<file path="src/rtl/sram_bus_sequencer.sv">
// Sequences single-byte 65C816 bus requests onto sram_ctrl5 as setup/strobe/hold cycles.
// Optional write protection of offsets >= WP_BASE is enabled by defining SRAM_SEQ_WP_EN.
module sram_bus_sequencer #(
    parameter int          WAIT_CYCLES = 2,
    parameter logic [7:0]  RAM_BANK    = 8'h00,
    parameter logic [15:0] WP_BASE     = 16'hE000
) (
    input  logic        clk,
    input  logic        reset_n,
    input  logic        req,
    input  logic        rw,
    input  logic [23:0] addr,
    input  logic [7:0]  wdata,
    output logic [7:0]  rdata,
    output logic        ack,
    output logic        err,
    output logic        busy,
    output logic        ram_e,
    output logic        wr_n,
    output logic        rd_n,
    output logic [15:0] sram_addr,
    output logic [7:0]  sram_wdata,
    input  logic [7:0]  sram_rdata
);

    typedef enum logic [2:0] {IDLE, SETUP, STROBE, HOLD, DONE} state_t;

    localparam logic [3:0] WAIT_LD = 4'(WAIT_CYCLES);
`ifdef SRAM_SEQ_WP_EN
    localparam bit WP_EN = 1'b1;
`else
    localparam bit WP_EN = 1'b0;
`endif

    state_t     state, state_nx;
    logic [3:0] cnt;
    logic       rw_q;
    logic       err_pend;
    logic       miss_dly, miss_dly_nx;
    logic       accept, bank_hit, wp_hit, go_sram;

    always_comb begin
        accept   = (state == IDLE) && req;
        bank_hit = (addr[23:16] == RAM_BANK);
        wp_hit   = WP_EN && !rw && (addr[15:0] >= WP_BASE);
        go_sram  = bank_hit && !wp_hit;
    end

    // Error completions wait one extra cycle in DONE so ack lands two edges after accept.
    always_comb begin
        state_nx    = state;
        miss_dly_nx = miss_dly;
        case (state)
            IDLE: begin
                if (req) begin
                    state_nx    = go_sram ? SETUP : DONE;
                    miss_dly_nx = !go_sram;
                end
            end
            SETUP:   state_nx = STROBE;
            STROBE:  if (cnt == 4'd0) state_nx = HOLD;
            HOLD:    state_nx = DONE;
            DONE: begin
                miss_dly_nx = 1'b0;
                if (!miss_dly) state_nx = IDLE;
            end
            default: state_nx = IDLE;
        endcase
    end

    always_ff @(posedge clk or negedge reset_n) begin
        if (!reset_n) begin
            state      <= IDLE;
            miss_dly   <= 1'b0;
            cnt        <= 4'd0;
            rw_q       <= 1'b1;
            err_pend   <= 1'b0;
            sram_addr  <= 16'h0000;
            sram_wdata <= 8'h00;
            rdata      <= 8'h00;
            ack        <= 1'b0;
            err        <= 1'b0;
            busy       <= 1'b0;
            ram_e      <= 1'b0;
            wr_n       <= 1'b1;
            rd_n       <= 1'b1;
        end else begin
            state    <= state_nx;
            miss_dly <= miss_dly_nx;
            if (accept) begin
                rw_q       <= rw;
                sram_addr  <= addr[15:0];
                sram_wdata <= wdata;
                err_pend   <= !go_sram;
                if (!go_sram && rw) rdata <= 8'hFF;
            end
            if (state == SETUP) begin
                cnt <= WAIT_LD;
            end else if ((state == STROBE) && (cnt != 4'd0)) begin
                cnt <= cnt - 4'd1;
            end
            if ((state == STROBE) && (cnt == 4'd0) && rw_q) rdata <= sram_rdata;
            // Strobes are registered from the next state so the SRAM pins never glitch.
            ram_e <= (state_nx == SETUP) || (state_nx == STROBE) || (state_nx == HOLD);
            rd_n  <= !((state_nx == STROBE) && rw_q);
            wr_n  <= !((state_nx == STROBE) && !rw_q);
            busy  <= (state_nx != IDLE);
            ack   <= (state_nx == DONE) && !miss_dly_nx;
            err   <= (state_nx == DONE) && !miss_dly_nx && err_pend;
        end
    end

endmodule
</file>
<file path="config.mk">
export PLATFORM = sky130hd
export DESIGN_NAME = sram_bus_sequencer
export DESIGN_NICKNAME = d
export VERILOG_FILES = /design/src/rtl/sram_bus_sequencer.sv
export SDC_FILE = /design/constraint.sdc
export NUM_CORES = 1
export LEC_CHECK = 0
export ABC_AREA = 1
export CAP_MARGIN = 20
export CORE_UTILIZATION = 44
export DETAILED_ROUTE_END_ITERATION = 10
export PLACE_DENSITY = 0.77
export SLEW_MARGIN = 20
export SYNTH_ARGS = -nofsm -noshare
export SYNTH_HDL_FRONTEND = slang
export SYNTH_SLANG_ARGS = --single-unit
</file>
<file path="constraint.sdc">
create_clock -name clk -period 1.8 [get_ports clk]
set_input_delay 0.27 -clock clk [delete_from_list [all_inputs] [get_ports clk]]
set_output_delay 0.27 -clock clk [all_outputs]
set_load 0.02 [all_outputs]
</file>
==> metrics.txt, run 1 <==
min Tclk post-route 1.69 ns; ys flop type dfrtp_1; Setup Buffers After CTS 0; Final Hold Fails 0; Post-route DRC 0; commonest non-fill, non-tap cell in the layout nand2_1; Mapped Area 2140 sq um; Hold WS 0.479 ns; fraction of registers with async set or reset after synthesis 100%; R2R Path End rdata[6]; CTS root buf clkbuf_8; vias 1808; R2R depth 8; first-pass GRT wire length 7540 microns; Ports 82; DRT Pass-1 Iters 4; ANT cells 0; gr usage total 19.0%; global route total overflow 0; WP data required 1.53 ns; initial antenna violation count 0; Critical Path, Cell by Cell clkdlybuf4s50_1; TNS Setup 0 ns; status complete, no violations; Post-Syn Instances 239; Die Y 71.8 microns; DRT Wirelength 4580 microns; pwr/cell area 1550 nW/um^2; WS Path Type flop to primary output; Worst Skew 0.00565 ns; WL/cell 12.0 microns; clk buf depth 2; worst reg2reg startpoint cnt[0]; Worst-Margin Slew 0.552 ns; Mapped Nets 285; Num CTS Buffers 5; crit end category primary output; Rel. slew slack 63.2%; PortBufs 81; synthesis-to-finish area growth 45.6%; die width 71.8 microns; non-filler instance count after layout 380; drt initial violations 72; YS warnings 0; DRT antenna net count 0; Slew Viols, Final 0; arrival time worst endpoint 1.42 ns; most frequent cells in the layout nand2_1 (96), clkdlybuf4s50_1 (80), dfrtp_1 (45); Worst Path Max Fanout 1; GP Congestion 0.783; Final setup viols 0; period utilization 94.1%; Initial Util 45.7%; FMAX 590 MHz; die area 5160 sq um; Leak 1.52 nW; Setup WS pre-CTS 0.181 ns; H-tree levels 2; fraction of layout cells with a size suffix above 1 8.59%; Max VDD drop 0.961 mV; EDFF count, synth 0; worst path bufs/invs 1; count of different cell masters after synthesis 27; CTS sink count 48; slowest stage delay, CP 0.59 ns; # rows 25; vias in the first global route 1727; placed cell count 371; pin count of the biggest net entering global routing 26; CTS tree built; RSZ-0062 raised after global routing no; vias per inst 4.76; PnR worst setup slack 0.106 ns; #FFs+latches synth 48; Avg Cell Area, Syn 8.97 sq um; max_cap viols 0; Slowest cell on crit path clkdlybuf4s50_1; CP startpoint kind flop; class of the worst hold path input port to async pin; number of nets in the layout 371; sequential area share after synthesis 56.2%; r2r setup slk 0.30 ns; Worst-path clk slew 0.09 ns; clock latency on the worst-skew pair 0.30 ns; fin util 66.5%; core footprint 4690 sq um; PostCTS Resize Cnt 0; crit-path leading delay family buffers and inverters; DP Wirelength 3350 microns
## power breakdown
part | total [W] | switching (W) | internal (W)
registers | 0.00185 | 0.000302 | 0.00154
clock network | 0.000759 | 0.000347 | 0.000412
logic | 0.00225 | 0.00121 | 0.00104
## logic make-up after synthesis
kind of cell	Yosys count	synth area share, %
AND/OR/NAND/NOR	154	34.4
flip-flops	48	56.2
buffers and inverters	25	5.60
AO/OA/AOI/OAI	9	2.22
adder cells (fa/ha/maj)	2	1.17
XOR/XNOR	1	0.408
## synth_stat cells, drive strengths merged (2+ instances only)
master	count	area (sq um)
nand3b	8	60.1
ha	2	25.0
dfstp	3	78.8
inv	19	71.3
nand3	25	148
o21ai	8	40.0
nor2	16	86.3
clkbuf	3	11.3
dfrtp	45	1130
nand2	102	427
buf	3	37.5
## worst max path at each step
stage	start	end	slack [ns]	depth (start not counted)
after floorplan	cnt[0]	rdata[7]	0.50	8
after global placement	req	err_pend	0.19	5
after detailed placement	req	err_pend	0.18	5
after CTS	wr_n	wr_n	0.09	1
after global routing	wr_n	wr_n	0.08	1
final	wr_n	wr_n	0.11	1
## metal layers
metal  vias up  track usage [%]  share of wire, %
met5         -                0                 0
met2        49             32.7                50
li1        915                -                 -
met3         9             3.94               4.6
met1       835             23.2                43
met4         0             7.84               1.8
## stage by stage
stage                     instance area, sq um  power (W)
after floorplan                           2140    0.00306
after CTS                                 3120    0.00490
after global routing                      3120    0.00516
final                                     3120    0.00485
after global placement                    3000    0.00408
after detailed placement                  3000    0.00412
## layout make-up
cell class	instances	area [sq um]
Fill cell	388	1570
Sequential cell	48	1200
Timing Repair Buffer	85	851
Multi-Input combinational cell	166	820
Clock buffer	6	72.6
Inverter	19	71.3
Tap cell	54	67.6
Clock inverter	2	35.0
## repair_timing
action	CTS	global route
endpoints found under the setup margin	0	0
endpoints found under the hold margin	23	0
hold buffers	1	0
## registers in the layout, summed over array words and instances, names as in the netlist
name / cells
sram_addr: 16
rdata: 8
sram_wdata: 8
cnt: 4
state: 3
ack: 1
busy: 1
err: 1
err_pend: 1
miss_dly: 1
ram_e: 1
rd_n: 1
rw_q: 1
wr_n: 1
Power figures use the tool's default switching activity.
==> inputs of run 2 (changes only) <==
--- a/config.mk
+++ b/config.mk
@@ -7,6 +7,7 @@
 export LEC_CHECK = 0
 export ABC_AREA = 1
 export CAP_MARGIN = 20
+export CORE_MARGIN = 2
 export CORE_UTILIZATION = 44
 export DETAILED_ROUTE_END_ITERATION = 10
 export PLACE_DENSITY = 0.77
==> metrics.txt, run 2 (synthesized netlist as in run 1, its figures left out) <==
Rel. slew slack 66.6% (+3.4 points); CP startpoint kind flop; Initial Util 45.4% (-0.30 points); max_cap viols 0 (unchanged); fraction of layout cells with a size suffix above 1 9.45% (+0.86 points); Highest Signal Layer met4; gr usage total 18.9% (-0.086 points); Slowest cell on crit path clkdlybuf4s50_1; CTS tree built; Top Registers sram_addr (16), rdata (8), sram_wdata (8); clock share of power 20.2% (+4.6 points); initial antenna violation count 0 (unchanged); met3 wire length 237 microns (+13%); Worst Path Max Fanout 1 (unchanged); r2r setup slk 0.29 ns (about the same); min Tclk post-route 1.70 ns (+0.00684 ns); Metal-1 WL 2040 microns (+3.0%); Max VDD drop 0.853 mV (-11%); Worst Skew 0.00500 ns (-0.000646 ns); clk buf depth 2 (unchanged); slowest stage delay, CP 0.59 ns (about the same); DP Area 3020 sq um (+0.62%); pwr/cell area 1620 nW/um^2 (+4.0%); Final setup viols 0 (unchanged); WL/cell 11.9 microns (-0.87%); Sw Pwr 0.00188 W (+1.1%); TNS Setup 0 ns (unchanged); internal power 0.00329 W (+9.6%); die width 73.8 microns (+2.8%); DP Wirelength 3560 microns (+6.5%); DRT Wirelength 4710 microns (+3.0%); crit end category primary output; Setup Buffers After CTS 0 (unchanged); Sw Share 36.3% (-1.9 points); core footprint 4720 sq um (+0.67%); drt initial violations 90 (+25%); FMAX 588 MHz (-0.40%); Leak 1.55 nW (+1.8%); crit-path leading delay family buffers and inverters; vias in the first global route 1804 (+4.5%); number of flip-flops in the largest register 16 (unchanged); Post-route DRC 0 (unchanged); worst path bufs/invs 1 (unchanged); ANT cells 0 (unchanged); vias per inst 4.58 (-3.7%); # rows 25 (unchanged); H-tree levels 2 (unchanged); status complete, no violations; Num CTS Buffers 5 (unchanged); WP data required 1.53 ns (about the same); Final Hold Fails 0 (unchanged); global route total overflow 0 (unchanged); commonest non-fill, non-tap cell in the layout nand2_1; Worst-path clk slew 0.09 ns (about the same); arrival time worst endpoint 1.43 ns (about the same); Worst-Margin Slew 0.501 ns (-0.0506 ns); period utilization 94.5% (+0.38 points); RSZ-0062 raised after global routing no; vias 1810 (+0.11%); Ports 82 (unchanged); Slew Viols, Final 0 (unchanged); class of the worst hold path input port to async pin; Die Y 73.8 microns (+2.8%); Critical Path, Cell by Cell clkdlybuf4s50_1; Reg with most FFs sram_addr; DRT antenna net count 0 (unchanged); pin count of the biggest net entering global routing 26 (unchanged); number of nets in the layout 373 (+0.54%); PortBufs 81 (unchanged); first-pass GRT wire length 7980 microns (+5.9%); most frequent cells in the layout nand2_1 (96), clkdlybuf4s50_1 (80), dfrtp_1 (45); CTS sink count 48 (unchanged); Gate power share 44.0% (-2.3 points); CTS root buf clkbuf_8; synthesis-to-finish area growth 48.8%; DRT Pass-1 Iters 4 (unchanged); Flop pwr share 35.8% (-2.2 points); final instance area 3190 sq um (+2.2%); WS Path Type flop to primary output; clock latency on the worst-skew pair 0.30 ns (about the same); GP Congestion 0.786 (+0.27%); die area 5450 sq um (+5.6%); routed length on met2 2380 microns (+3.3%)
==> run 2: changes by cell type in the layout (fill, tap and decap cells not counted) <==
cell,change
buf_4,+3
buf_12,-1
bufinv_16,+2
clkbuf_1,-1
clkinv_2,-1
==> run 2: final timing paths <==
path                                from            end  depth (start not counted)
setup reg to reg                  cnt[0]       rdata[4]                          8
min in group clk           sram_wdata[3]  sram_wdata[3]                          2
setup / recovery                    wr_n           wr_n                          1
hold reg to reg            sram_wdata[3]  sram_wdata[3]                          2
hold / removal                   reset_n         cnt[2]                          2
max in group asynchronous        reset_n       rdata[6]                          3
==> run 2: per-stage QoR <==
step	hold WS, ns	power, W	utilization, %	worst slack (ns)	cells
after floorplan	-0.0256	0.00306	-	0.500	239
after global placement	0.261	0.00409	64.0	0.247	386
after detailed placement	0.264	0.00415	64.0	0.201	386
after CTS	0.466	0.00522	67.6	0.0788	395
after global routing	0.492	0.00549	67.6	0.0647	395
final	0.461	0.00516	67.6	0.0993	395
==> run 2: what timing repair did <==
action	in CTS	in global routing
gates resized for setup	0	0
hold endpoints to repair	18	0
hold buffers	1	0
==> run 2: layer usage <==
layer | vias up | global-route usage (%)
li1 | 922 | -
met1 | 829 | 24.0
met2 | 52 | 31.4
met3 | 7 | 5.35
met4 | 0 | 5.25
met5 | - | 0
==> run 2: final cells by class <==
class / count / area [sq um]
Fill cell: 391 / 1530
Sequential cell: 48 / 1200
Timing Repair Buffer: 87 / 853
Multi-Input combinational cell: 166 / 820
Clock inverter: 3 / 90.1
Tap cell: 67 / 83.8
Inverter: 19 / 71.3
Clock buffer: 5 / 68.8
==> run 2: power groups by stage <==
stage / Clock [W] / Sequential, W / Combinational (W)
3_5_place_dp: 0 / 0.00186 / 0.00229
6_report: 0.00104 / 0.00185 / 0.00227
2_1_floorplan: 0 / 0.00230 / 0.000763
4_1_cts: 0.00107 / 0.00185 / 0.00230
5_1_grt: 0.00111 / 0.00191 / 0.00247
3_3_place_gp: 0 / 0.00186 / 0.00223
==> inputs of run 3 (changes only) <==
--- a/config.mk
+++ b/config.mk
@@ -10,7 +10,9 @@
 export CORE_MARGIN = 2
 export CORE_UTILIZATION = 44
 export DETAILED_ROUTE_END_ITERATION = 10
-export PLACE_DENSITY = 0.77
+export GPL_TIMING_DRIVEN = 0
+export PLACE_DENSITY = 0.86
+export SKIP_LAST_GASP = 1
 export SLEW_MARGIN = 20
 export SYNTH_ARGS = -nofsm -noshare
 export SYNTH_HDL_FRONTEND = slang
==> metrics.txt, run 3 (synthesized netlist as in run 1, its figures left out) <==
Final setup viols 0 (unchanged); clock latency on the worst-skew pair 0.29 ns (about the same); Worst Path Max Fanout 1 (unchanged); fraction of layout cells with a size suffix above 1 9.09% (-0.36 points); internal power 0.00303 W (-7.7%); arrival time worst endpoint 1.41 ns (-0.02 ns); Initial Util 45.4% (unchanged); pwr/cell area 1560 nW/um^2 (-3.6%); Hold WS 0.468 ns (+0.00627 ns); total power 0.00495 W (-4.1%); Num CTS Buffers 5 (unchanged); Critical Path, Cell by Cell clkdlybuf4s50_1; Post-route DRC 0 (unchanged); WL/cell 12.2 microns (+2.3%); Sw Share 38.8% (+2.4 points); DRT Pass-1 Iters 4 (unchanged); Leak 1.53 nW (-1.0%); Worst-path clk slew 0.09 ns (about the same); CP startpoint kind flop; initial antenna violation count 0 (unchanged); ANT cells 0 (unchanged); GP Congestion 0.709 (-9.7%); slowest stage delay, CP 0.59 ns (about the same); Flop pwr share 36.9% (+1.1 points); drt initial violations 96 (+6.7%); synthesis-to-finish area growth 48.1%; Top Registers sram_addr (16), rdata (8), sram_wdata (8); Highest Signal Layer met4; die area 5450 sq um (unchanged); Slowest cell on crit path clkdlybuf4s50_1; commonest non-fill, non-tap cell in the layout nand2_1; clock share of power 15.5% (-4.7 points); vias 1846 (+2.0%); CTS tree built; Setup Buffers After CTS 0 (unchanged); class of the worst hold path input port to async pin; H-tree levels 2 (unchanged); period utilization 93.5% (-1.0 points); FMAX 594 MHz (+1.1%); Rel. slew slack 66.5% (-0.12 points); Slew Viols, Final 0 (unchanged); Sw Pwr 0.00192 W (+2.3%); vias in the first global route 1783 (-1.2%); Worst-Margin Slew 0.503 ns (+0.00174 ns); core footprint 4720 sq um (unchanged); RSZ-0062 raised after global routing no; worst path bufs/invs 1 (unchanged); status complete, no violations; die width 73.8 microns (unchanged); crit end category primary output; CTS sink count 48 (unchanged); first-pass GRT wire length 7970 microns (-0.18%); number of nets in the layout 375 (+0.54%); Metal-1 WL 2050 microns (+0.15%); DP Wirelength 3760 microns (+5.5%); gr usage total 19.1% (+0.16 points); CTS root buf clkbuf_8; vias per inst 4.65 (+1.5%); Final Hold Fails 0 (unchanged); max_cap viols 0 (unchanged); routed length on met2 2560 microns (+7.8%); global route total overflow 0 (unchanged); Ports 82 (unchanged); clk buf depth 2 (unchanged); Reg with most FFs sram_addr; number of flip-flops in the largest register 16 (unchanged); WS Path Type flop to primary output; Max VDD drop 1.11 mV (+30%); DRT antenna net count 0 (unchanged); DRT Wirelength 4850 microns (+2.8%); min Tclk post-route 1.68 ns (-0.0180 ns); PortBufs 81 (unchanged); # rows 25 (unchanged); TNS Setup 0 ns (unchanged); Worst Skew 0.00496 ns (-0.0000407 ns); Gate power share 47.6% (+3.6 points); most frequent cells in the layout nand2_1 (96), clkdlybuf4s50_1 (80), dfrtp_1 (45); crit-path leading delay family buffers and inverters; WP data required 1.53 ns (about the same); Die Y 73.8 microns (unchanged); pin count of the biggest net entering global routing 28 (+7.7%); met3 wire length 190 microns (-20%)
-- run 3: repair_timing --
| item | CTS | global route |
|---|---|---|
| hold endpoints to repair | 21 | 0 |
| gates resized for setup | 0 | 0 |
| hold buffers | 1 | 0 |
-- run 3: layer usage --
layer	global-route usage, %	up-vias
met5	0	-
met4	5.45	0
met3	3.57	7
met2	32.9	47
met1	24.3	868
li1	-	924
-- run 3: final timing paths --
check	cells after the start	slack, ns	end	start
min in group clk	2	0.48	sram_wdata[4]	sram_wdata[4]
worst min-delay path	2	0.47	cnt[2]	reset_n
worst max register to register	8	0.32	rdata[6]	cnt[0]
worst max-delay path	1	0.12	wr_n	wr_n
max in group asynchronous	3	0.74	rw_q	reset_n
worst min register to register	2	0.48	sram_wdata[4]	sram_wdata[4]
-- run 3: layout make-up --
cell class / instances / area (sq um)
inverters: 19 / 71.3
multi-input cells: 166 / 820
repair buffers: 83 / 836
flip-flops and latches: 48 / 1200
clock inverters: 3 / 42.5
plain buffers: 6 / 48.8
fillers: 370 / 1550
well taps: 67 / 83.8
clock buffers: 5 / 68.8
-- run 3: power groups by stage --
stage,registers [W],clock network [W],logic [W]
after floorplan,0.00230,0,0.000763
after global placement,0.00181,0,0.00231
after detailed placement,0.00184,0,0.00239
after CTS,0.00183,0.000790,0.00239
after global routing,0.00188,0.000827,0.00257
final,0.00183,0.000768,0.00235
-- run 3: stage by stage --
| step | std cells | utilization [%] | cell area (sq um) | setup slack, ns |
|---|---|---|---|---|
| 6_report | 397 | 67.2 | 3180 | 0.117 |
| 5_1_grt | 397 | 67.2 | 3180 | 0.0883 |
| 4_1_cts | 397 | 67.2 | 3180 | 0.101 |
| 3_5_place_dp | 388 | 64.7 | 3050 | 0.151 |
| 3_3_place_gp | 387 | 64.3 | 3040 | -0.845 |
| 2_1_floorplan | 239 | - | 2140 | 0.500 |
